<file path="config.mk">
export PLATFORM = sky130hd
export DESIGN_NAME = vga_capture
export DESIGN_NICKNAME = d
export VERILOG_FILES = /design/src/rtl/vga_capture_pkg.sv /design/src/rtl/vga_sync_edge.sv /design/src/rtl/vga_capture.sv
export SDC_FILE = /design/constraint.sdc
export NUM_CORES = 1
export LEC_CHECK = 0
export CORE_UTILIZATION = 58
export DETAILED_ROUTE_END_ITERATION = 8
export PLACE_DENSITY = 0.93
export SKIP_CTS_REPAIR_TIMING = 1
export SLEW_MARGIN = 15
export SYNTH_ARGS = -nofsm -noshare
export SYNTH_HDL_FRONTEND = slang
export SYNTH_SLANG_ARGS = --single-unit
</file>
<file path="constraint.sdc">
create_clock -name clk_vga -period 4.5 [get_ports clk_vga]
set_input_delay 0.9 -clock clk_vga [delete_from_list [all_inputs] [get_ports clk_vga]]
set_output_delay 0.9 -clock clk_vga [all_outputs]
set_load 0.05 [all_outputs]
</file>
<file path="src/rtl/vga_capture_pkg.sv">
// Shared timing constants, state encoding and counter widths
// for the VGA capture path.
package vga_capture_pkg;

  localparam int H_ACTIVE_DEF = 640;
  localparam int V_ACTIVE_DEF = 480;
  localparam int H_BACK_DEF   = 44;
  localparam int V_BACK_DEF   = 28;
  localparam int THRESH_DEF   = 8;
  localparam int H_TOTAL      = 800;
  localparam int V_TOTAL      = 525;

  localparam int HPIX_W = $clog2(H_ACTIVE_DEF);
  localparam int LINE_W = $clog2(V_ACTIVE_DEF);
  localparam int HB_W   = $clog2(H_BACK_DEF);
  localparam int VB_W   = $clog2(V_BACK_DEF);
  localparam int X_W    = HPIX_W - 1;
  localparam int Y_W    = LINE_W - 1;

  typedef enum logic [2:0] {
    WAIT_VSYNC,
    VBACK,
    HBACK,
    PIX,
    HWAIT
  } cap_state_t;

  function automatic logic [2:0] thresh3(
    input logic [3:0] r,
    input logic [3:0] g,
    input logic [3:0] b,
    input logic [3:0] t
  );
    return {r >= t, g >= t, b >= t};
  endfunction

endpackage

</file>
<file path="src/rtl/vga_sync_edge.sv">
// Registers one sync input and flags its rising/falling edges
// against the previous registered sample.
module vga_sync_edge (
  input  logic clk_vga,
  input  logic reset,
  input  logic sync_in,
  output logic rise,
  output logic fall
);

  logic cur;
  logic prev;

  // History idles high so reset never produces a phantom edge.
  always_ff @(posedge clk_vga) begin
    if (reset) begin
      cur  <= 1'b1;
      prev <= 1'b1;
    end else begin
      cur  <= sync_in;
      prev <= cur;
    end
  end

  assign rise = cur & ~prev;
  assign fall = ~cur & prev;

endmodule

</file>
<file path="src/rtl/vga_capture.sv">
// Recovers VGA frame timing from sync edges, decimates 2x2 and
// thresholds to a 320x240 3-bit bitmap write stream.
module vga_capture
  import vga_capture_pkg::*;
#(
  parameter int H_ACTIVE = H_ACTIVE_DEF,
  parameter int V_ACTIVE = V_ACTIVE_DEF,
  parameter int H_BACK   = H_BACK_DEF,
  parameter int V_BACK   = V_BACK_DEF,
  parameter int THRESH   = THRESH_DEF
) (
  input  logic           clk_vga,
  input  logic           reset,
  input  logic [3:0]     vga_r,
  input  logic [3:0]     vga_g,
  input  logic [3:0]     vga_b,
  input  logic           vga_hsync,
  input  logic           vga_vsync,
  output logic [X_W-1:0] x,
  output logic [Y_W-1:0] y,
  output logic [2:0]     color,
  output logic           wr_en,
  output logic           frame_done,
  output logic           locked,
  output logic           sync_err
);

  logic [3:0] r_q, g_q, b_q;
  logic       hs_rise, hs_fall;
  logic       vs_rise, vs_fall;

  cap_state_t        state, state_n;
  logic [HPIX_W-1:0] hpix, hpix_n;
  logic [LINE_W-1:0] line, line_n;
  logic [HB_W-1:0]   hb_cnt, hb_n;
  logic [VB_W-1:0]   vb_cnt, vb_n;
  logic              abort;
  logic              write;
  logic              last_px;

  always_ff @(posedge clk_vga) begin
    if (reset) begin
      r_q <= '0;
      g_q <= '0;
      b_q <= '0;
    end else begin
      r_q <= vga_r;
      g_q <= vga_g;
      b_q <= vga_b;
    end
  end

  vga_sync_edge u_hs (
    .clk_vga (clk_vga),
    .reset   (reset),
    .sync_in (vga_hsync),
    .rise    (hs_rise),
    .fall    (hs_fall)
  );

  vga_sync_edge u_vs (
    .clk_vga (clk_vga),
    .reset   (reset),
    .sync_in (vga_vsync),
    .rise    (vs_rise),
    .fall    (vs_fall)
  );

  always_ff @(posedge clk_vga) begin
    if (reset) begin
      state  <= WAIT_VSYNC;
      hpix   <= '0;
      line   <= '0;
      hb_cnt <= '0;
      vb_cnt <= '0;
    end else begin
      state  <= state_n;
      hpix   <= hpix_n;
      line   <= line_n;
      hb_cnt <= hb_n;
      vb_cnt <= vb_n;
    end
  end

  // hb_cnt counts cycles since the hsync rise, so the line
  // edge itself loads 1 and PIX starts H_BACK cycles after it.
  always_comb begin
    state_n = state;
    hpix_n  = hpix;
    line_n  = line;
    hb_n    = hb_cnt;
    vb_n    = vb_cnt;
    abort   = 1'b0;
    unique case (state)
      WAIT_VSYNC: begin
        if (vs_rise) begin
          state_n = VBACK;
          vb_n    = '0;
        end
      end
      VBACK: begin
        if (vs_fall) begin
          abort = 1'b1;
        end else if (hs_rise) begin
          if (vb_cnt == VB_W'(V_BACK)) begin
            state_n = HBACK;
            line_n  = '0;
            hb_n    = HB_W'(1);
          end else begin
            vb_n = vb_cnt + 1'b1;
          end
        end
      end
      HBACK: begin
        if (vs_fall || hs_fall) begin
          abort = 1'b1;
        end else if (hb_cnt == HB_W'(H_BACK - 1)) begin
          state_n = PIX;
          hpix_n  = '0;
        end else begin
          hb_n = hb_cnt + 1'b1;
        end
      end
      PIX: begin
        if (vs_fall || hs_fall) begin
          abort = 1'b1;
        end else if (hpix == HPIX_W'(H_ACTIVE - 1)) begin
          state_n = HWAIT;
        end else begin
          hpix_n = hpix + 1'b1;
        end
      end
      HWAIT: begin
        if (vs_fall) begin
          abort = 1'b1;
        end else if (hs_rise) begin
          if (line == LINE_W'(V_ACTIVE - 1)) begin
            state_n = WAIT_VSYNC;
          end else begin
            state_n = HBACK;
            line_n  = line + 1'b1;
            hb_n    = HB_W'(1);
          end
        end
      end
      default: state_n = WAIT_VSYNC;
    endcase
    if (abort) state_n = WAIT_VSYNC;
  end

  assign write   = (state == PIX) && !hpix[0] && !line[0] && !abort;
  assign last_px = (hpix == HPIX_W'(H_ACTIVE - 2)) &&
                   (line == LINE_W'(V_ACTIVE - 2));

  always_ff @(posedge clk_vga) begin
    if (reset) begin
      x          <= '0;
      y          <= '0;
      color      <= '0;
      wr_en      <= 1'b0;
      frame_done <= 1'b0;
      locked     <= 1'b0;
      sync_err   <= 1'b0;
    end else begin
      wr_en      <= write;
      frame_done <= write && last_px;
      locked     <= (state != WAIT_VSYNC);
      sync_err   <= abort;
      if (write) begin
        x     <= hpix[HPIX_W-1:1];
        y     <= line[LINE_W-1:1];
        color <= thresh3(r_q, g_q, b_q, 4'(THRESH));
      end
    end
  end

endmodule
</file>
**After elaboration in Yosys (flattened, before gate mapping)**

Cells that the tools add are included.

- $add $sub $neg: 4
- $lt $le $gt $ge: 3
- Equal/unequal tests: 24
- Muxes and demuxes: 41
- Bitwise logic cells: 8
- Reduce and logical (&&, ||, !) cells: 23

Operators with widths:

| cell | number |
|---|---|
| $mux 9 | 6 |
| $mux 6 | 8 |
| $mux 10 | 4 |
| $mux 3 | 10 |
| $ne 2x2->1 const B | 13 |
| $eq 10x10->1 const B | 2 |
| $mux 5 | 4 |
| $pmux 10 s2 | 1 |
| $eq 9x9->1 const B | 2 |
| $pmux 6 s3 | 1 |
| $pmux 9 s2 | 1 |
| $pmux 3 s5 | 1 |
| $ge 4x4->1 const B | 3 |
| $add 10x1->10 const B | 1 |
| $pmux 5 s2 | 1 |
| $reduce_and 10->1 | 1 |
| $reduce_and 5->1 | 2 |
| $add 9x1->9 const B | 1 |
| $reduce_and 9->1 | 1 |
| $reduce_and 7->1 | 1 |
| $add 6x1->6 const B | 1 |
| $eq 3x2->1 const B | 2 |
| $eq 6x6->1 const B | 1 |
| $reduce_bool 2->1 | 3 |
| 16 further kinds | 32 |

- Bits in registers: 73
- Input port bits: 16
- Output and inout port bits: 24
- Word-level logic and storage cells: 122

**Logic depth before layout (Yosys ltp)**

- Depth in word-level cells: 8
- Mapped depth: 8
- Mapped depth without buffers: 7

**Hierarchy**

From an unflattened synthesis, not the netlist that was laid out.

- Cells, all modules: 342
- Area, all modules: 3,106.7 um^2

By module, submodules not included:

| module | times used | cells an instance | area each (um^2) | sequential area each (um^2) |
|---|---|---|---|---|
| vga_capture | 1 | 330 | 2,974.1 | 1,201.2 |
| vga_sync_edge | 2 | 6 | 66.3 | 40.0 |

**Least setup slack after synthesis**

Ideal clock, no wire load.

- Path kind: input-to-reg
- From: input reset
- To: register color[0]
- Library setup time: 0.128 ns
- Arrival time: 1.703 ns
- Data required time: 4.372 ns
- Slack: 2.669 ns
- Cell stages on the path: 4
- Buffers on the path: 3
- Cell sequence: clkbuf_1 clkbuf_1 clkbuf_1 nor2_1

RTL lines:

| what | RTL line | text |
|---|---|---|
| start, declared | vga_capture.sv:13 | `input logic reset,` |
| end signal, assigned | vga_capture.sv:172 | `color <= thresh3(r_q, g_q, b_q, 4'(THRESH));` |
| end, declared | vga_capture.sv:21 | `output logic [2:0] color,` |

No word-level cell between the ends.

**Final worst setup path**

- From: register hpix[1]
- To: register hpix[5]

- Longest elaborated chain between the ends: 4
- Elaborated cells on any way between the ends: 7
- Those cells by class: 1 x add/sub; 2 x eq/ne; 3 x mux; 1 x reduce/logical

RTL lines:

| what | RTL line | text |
|---|---|---|
| start, declared | vga_capture.sv:33 | `logic [HPIX_W-1:0] hpix, hpix_n;` |
| start signal, assigned | vga_capture.sv:78 | `hpix <= hpix_n;` |
| $add 10x1->10 | vga_capture.sv:130 | `hpix_n = hpix + 1'b1;` |
| $mux 10 | vga_capture.sv:127 | `end else if (hpix == HPIX_W'(H_ACTIVE - 1)) begin` |
| $mux 10 | vga_capture.sv:125 | `if (vs_fall \|\| hs_fall) begin` |
| $pmux 10 s2 | vga_capture.sv:94 | `unique case (state)` |

Parallel ways exist; a longest one is shown, timed or not. The select of a mux whose other input is x is not followed.
A chain may end at the register's enable or synchronous reset.

==> results.txt <==
status -> complete, no violations
Root Buffer -> clkbuf_8
vias in the first global route -> 2523
Final #Nets -> 388
Skew-Pair Late Insertion Delay -> 0.34 ns
most common cell in the netlist -> dfxtp_1
CP endpoint kind -> register
Crit path max-delay family -> compound AO/OA/AOI/OAI gates
data required time of the worst path -> 4.75 ns
Worst Tran Pin Value -> 1.06 ns
DRT Wirelength -> 6720 um
diode count -> 0
DR WL met3 -> 412 um
I/O pin count -> 40
CTS Buffer Depth -> 2
r2r startpoint -> hpix[1]
VDD IR max -> 239 uV
layout cells sized above 1 -> 8.13%
post-synth top area share -> 42.2%
Synth async-reset ratio -> 0%
leakage power -> 1.17 nW
HP Start -> u_hs.cur
worst hold path class -> register to register
Worst Setup Path Type -> register to register
Die Y -> 74.3 um
Fin Setup TNS -> 0 ns
Max-slew headroom -> 29.1%
grt ovf -> 0
hold worst-path end -> u_hs.prev
Final Hold Viols -> 0
mapped cell area -> 3030 um2
CTS clk-pin slew, worst paths -> 0.07 ns
Largest stage delay, worst path -> 0.99 ns
Max Clock Freq -> 402 MHz
R2R setup slack -> 2.01 ns
wire per inst -> 15.4 um
row cnt -> 25
DRT antenna net count -> 0
CORE AREA -> 4880 um2
DRT iter0 DRCs -> 254
# setup viols final -> 0
DR WL met2 -> 3390 um
Commonest cells post-synth -> 64 x dfxtp_1, 38 x nor2_1, 21 x mux2i_1
Slowest-stage cell, CP -> a2111oi_2
Ys Warns -> 0
Mapped Cells -> 341
RSZ-0062 raised after global routing -> no
largest net degree at the start of global routing -> 41
Layout area overhead -> 16.6%
clk sinks -> 64
non-filler cells, final -> 436
hold-critical path depth -> 1
EDFF count, synth -> 0
Reg2Reg Depth -> 5
GRT Resource Usage Total -> 26.7%
cell area power density -> 401 nW/um2
area of the die -> 5520 um2
Via Count -> 2775
first-pass GRT wire length -> 11100 um
Port Buffers -> 30
worst flop-to-flop path endpoint -> hpix[5]
Synth Flop Type -> dfxtp_1
CP max FO -> 11
Post-Syn Area per Cell -> 8.90 um2
Synth area leaders -> dfxtp_1 42%, mux2i_1 6.9%, nor2_1 4.7%
max cap viols -> 0
crit start category -> register
Final Cycle Share -> 55.3%
routability cong. -> 0.838
crit path cell chain -> ha_1, and4_1, a2111oi_2, a21oi_1, a211oi_1
total power -> 1.42 mW
die span in x -> 74.3 um
CP arrival -> 2.74 ns
Detailed Place HPWL -> 4390 um
CTS tree -> done
worst hold margin -> 0.470 ns
Placed Cells -> 421
Initial Util -> 62.2%
Vias/cell -> 6.36
DRT Pass-1 Iters -> 5
register bit total from synthesis -> 64
Buffers & Inverters on Critical Path -> 0
Clock Skew -> 0.00713 ns
Metal-1 WL -> 2770 um
Clock H-tree levels -> 3
Tmin final -> 2.49 ns
DR top layer -> met4
residual DRC count -> 0
CTS buffer count -> 9
Max Slew Vio Count -> 0
Netlist cell types -> 51
syn_nets -> 364
leading area contributor after synthesis -> dfxtp_1
initial antenna violation count -> 0
Seq/Total Area, Yosys -> 42.2%
fin util -> 72.5%
[placed cells by master, fill, tap and decap left out, drive strengths merged, types with 2 or more instances in the layout]
cell	count
dfxtp	64
nor2	38
clkdlybuf4s50	29
mux2i	21
nand2	19
nand3	17
a21oi	17
nor3	13
o21ai	12
inv	11
clkbuf	11
nand2b	9
a311oi	9
a41oi	8
nor3b	8
ha	7
a31oi	7
and3	6
nand4	6
a211oi	6
or2	6
a21o	3
nor4	3
xnor2	3
nor2b	3
clkinv	3
buf	3
and2	2
a211o	2
o21a	2
nand3b	2
and4	2
o211a	2
nor4b	2
o311ai	2
[per-stage QoR]
stage / setup slack [ns] / cell area [um2]
finish: 2.01 / 3540
global placement: 2.16 / 3350
detailed placement: 2.09 / 3350
floorplan: 2.67 / 3030
CTS: 2.03 / 3540
global route: 1.86 / 3540
[kinds of logic after synthesis]
| kind of cell | share of synthesized area (%) |
|---|---|
| AND/OR/NAND/NOR | 24.7 |
| AO/OA/AOI/OAI | 18.3 |
| adder cells (fa/ha/maj) | 2.89 |
| XOR/XNOR | 0.866 |
| multiplexers | 6.93 |
| buffers and inverters | 4.08 |
| flip-flops | 42.2 |
[power by group]
| group | internal, mW | total, mW | switching [mW] |
|---|---|---|---|
| logic | 0.101 | 0.315 | 0.214 |
| registers | 0.589 | 0.626 | 0.0371 |
| clock network | 0.265 | 0.477 | 0.212 |
| total | 0.955 | 1.42 | 0.463 |
[how the worst max path moves through the flow]
stage	startpoint	cells past startpoint	slack, ns	endpoint
after global placement	hpix[1]	5	2.16	hpix[5]
after floorplan	reset	4	2.67	color[0]
after CTS	hpix[1]	5	2.03	hpix[5]
after global routing	hpix[1]	5	1.86	hpix[5]
after detailed placement	hpix[1]	5	2.09	hpix[5]
final	hpix[1]	5	2.01	hpix[5]
[metal layers]
| layer | global-route usage (%) | vias to the layer above |
|---|---|---|
| li1 | - | 1306 |
| met3 | 7.59 | 19 |
| met2 | 44.1 | 118 |
| met1 | 31.5 | 1332 |
| met4 | 13.8 | 0 |
| met5 | 0 | - |
[registers in the layout (all words and copies together) (netlist names)]
register,count
b_q,1
color,3
frame_done,1
g_q,1
hb_cnt,6
hpix,10
line,9
locked,1
r_q,1
state,3
sync_err,1
u_hs.cur,1
u_hs.prev,1
u_vs.cur,1
u_vs.prev,1
vb_cnt,5
wr_en,1
x,9
y,8
[cell type report]
cell class / instances / area, um2
Clock buffer: 11 / 141
Timing Repair Buffer: 32 / 310
Tap cell: 67 / 83.8
Multi-Input combinational cell: 247 / 1640
Fill cell: 378 / 1340
Sequential cell: 64 / 1280
Inverter: 11 / 41.3
Clock inverter: 4 / 45.0
(Power assumes the default switching activity.)
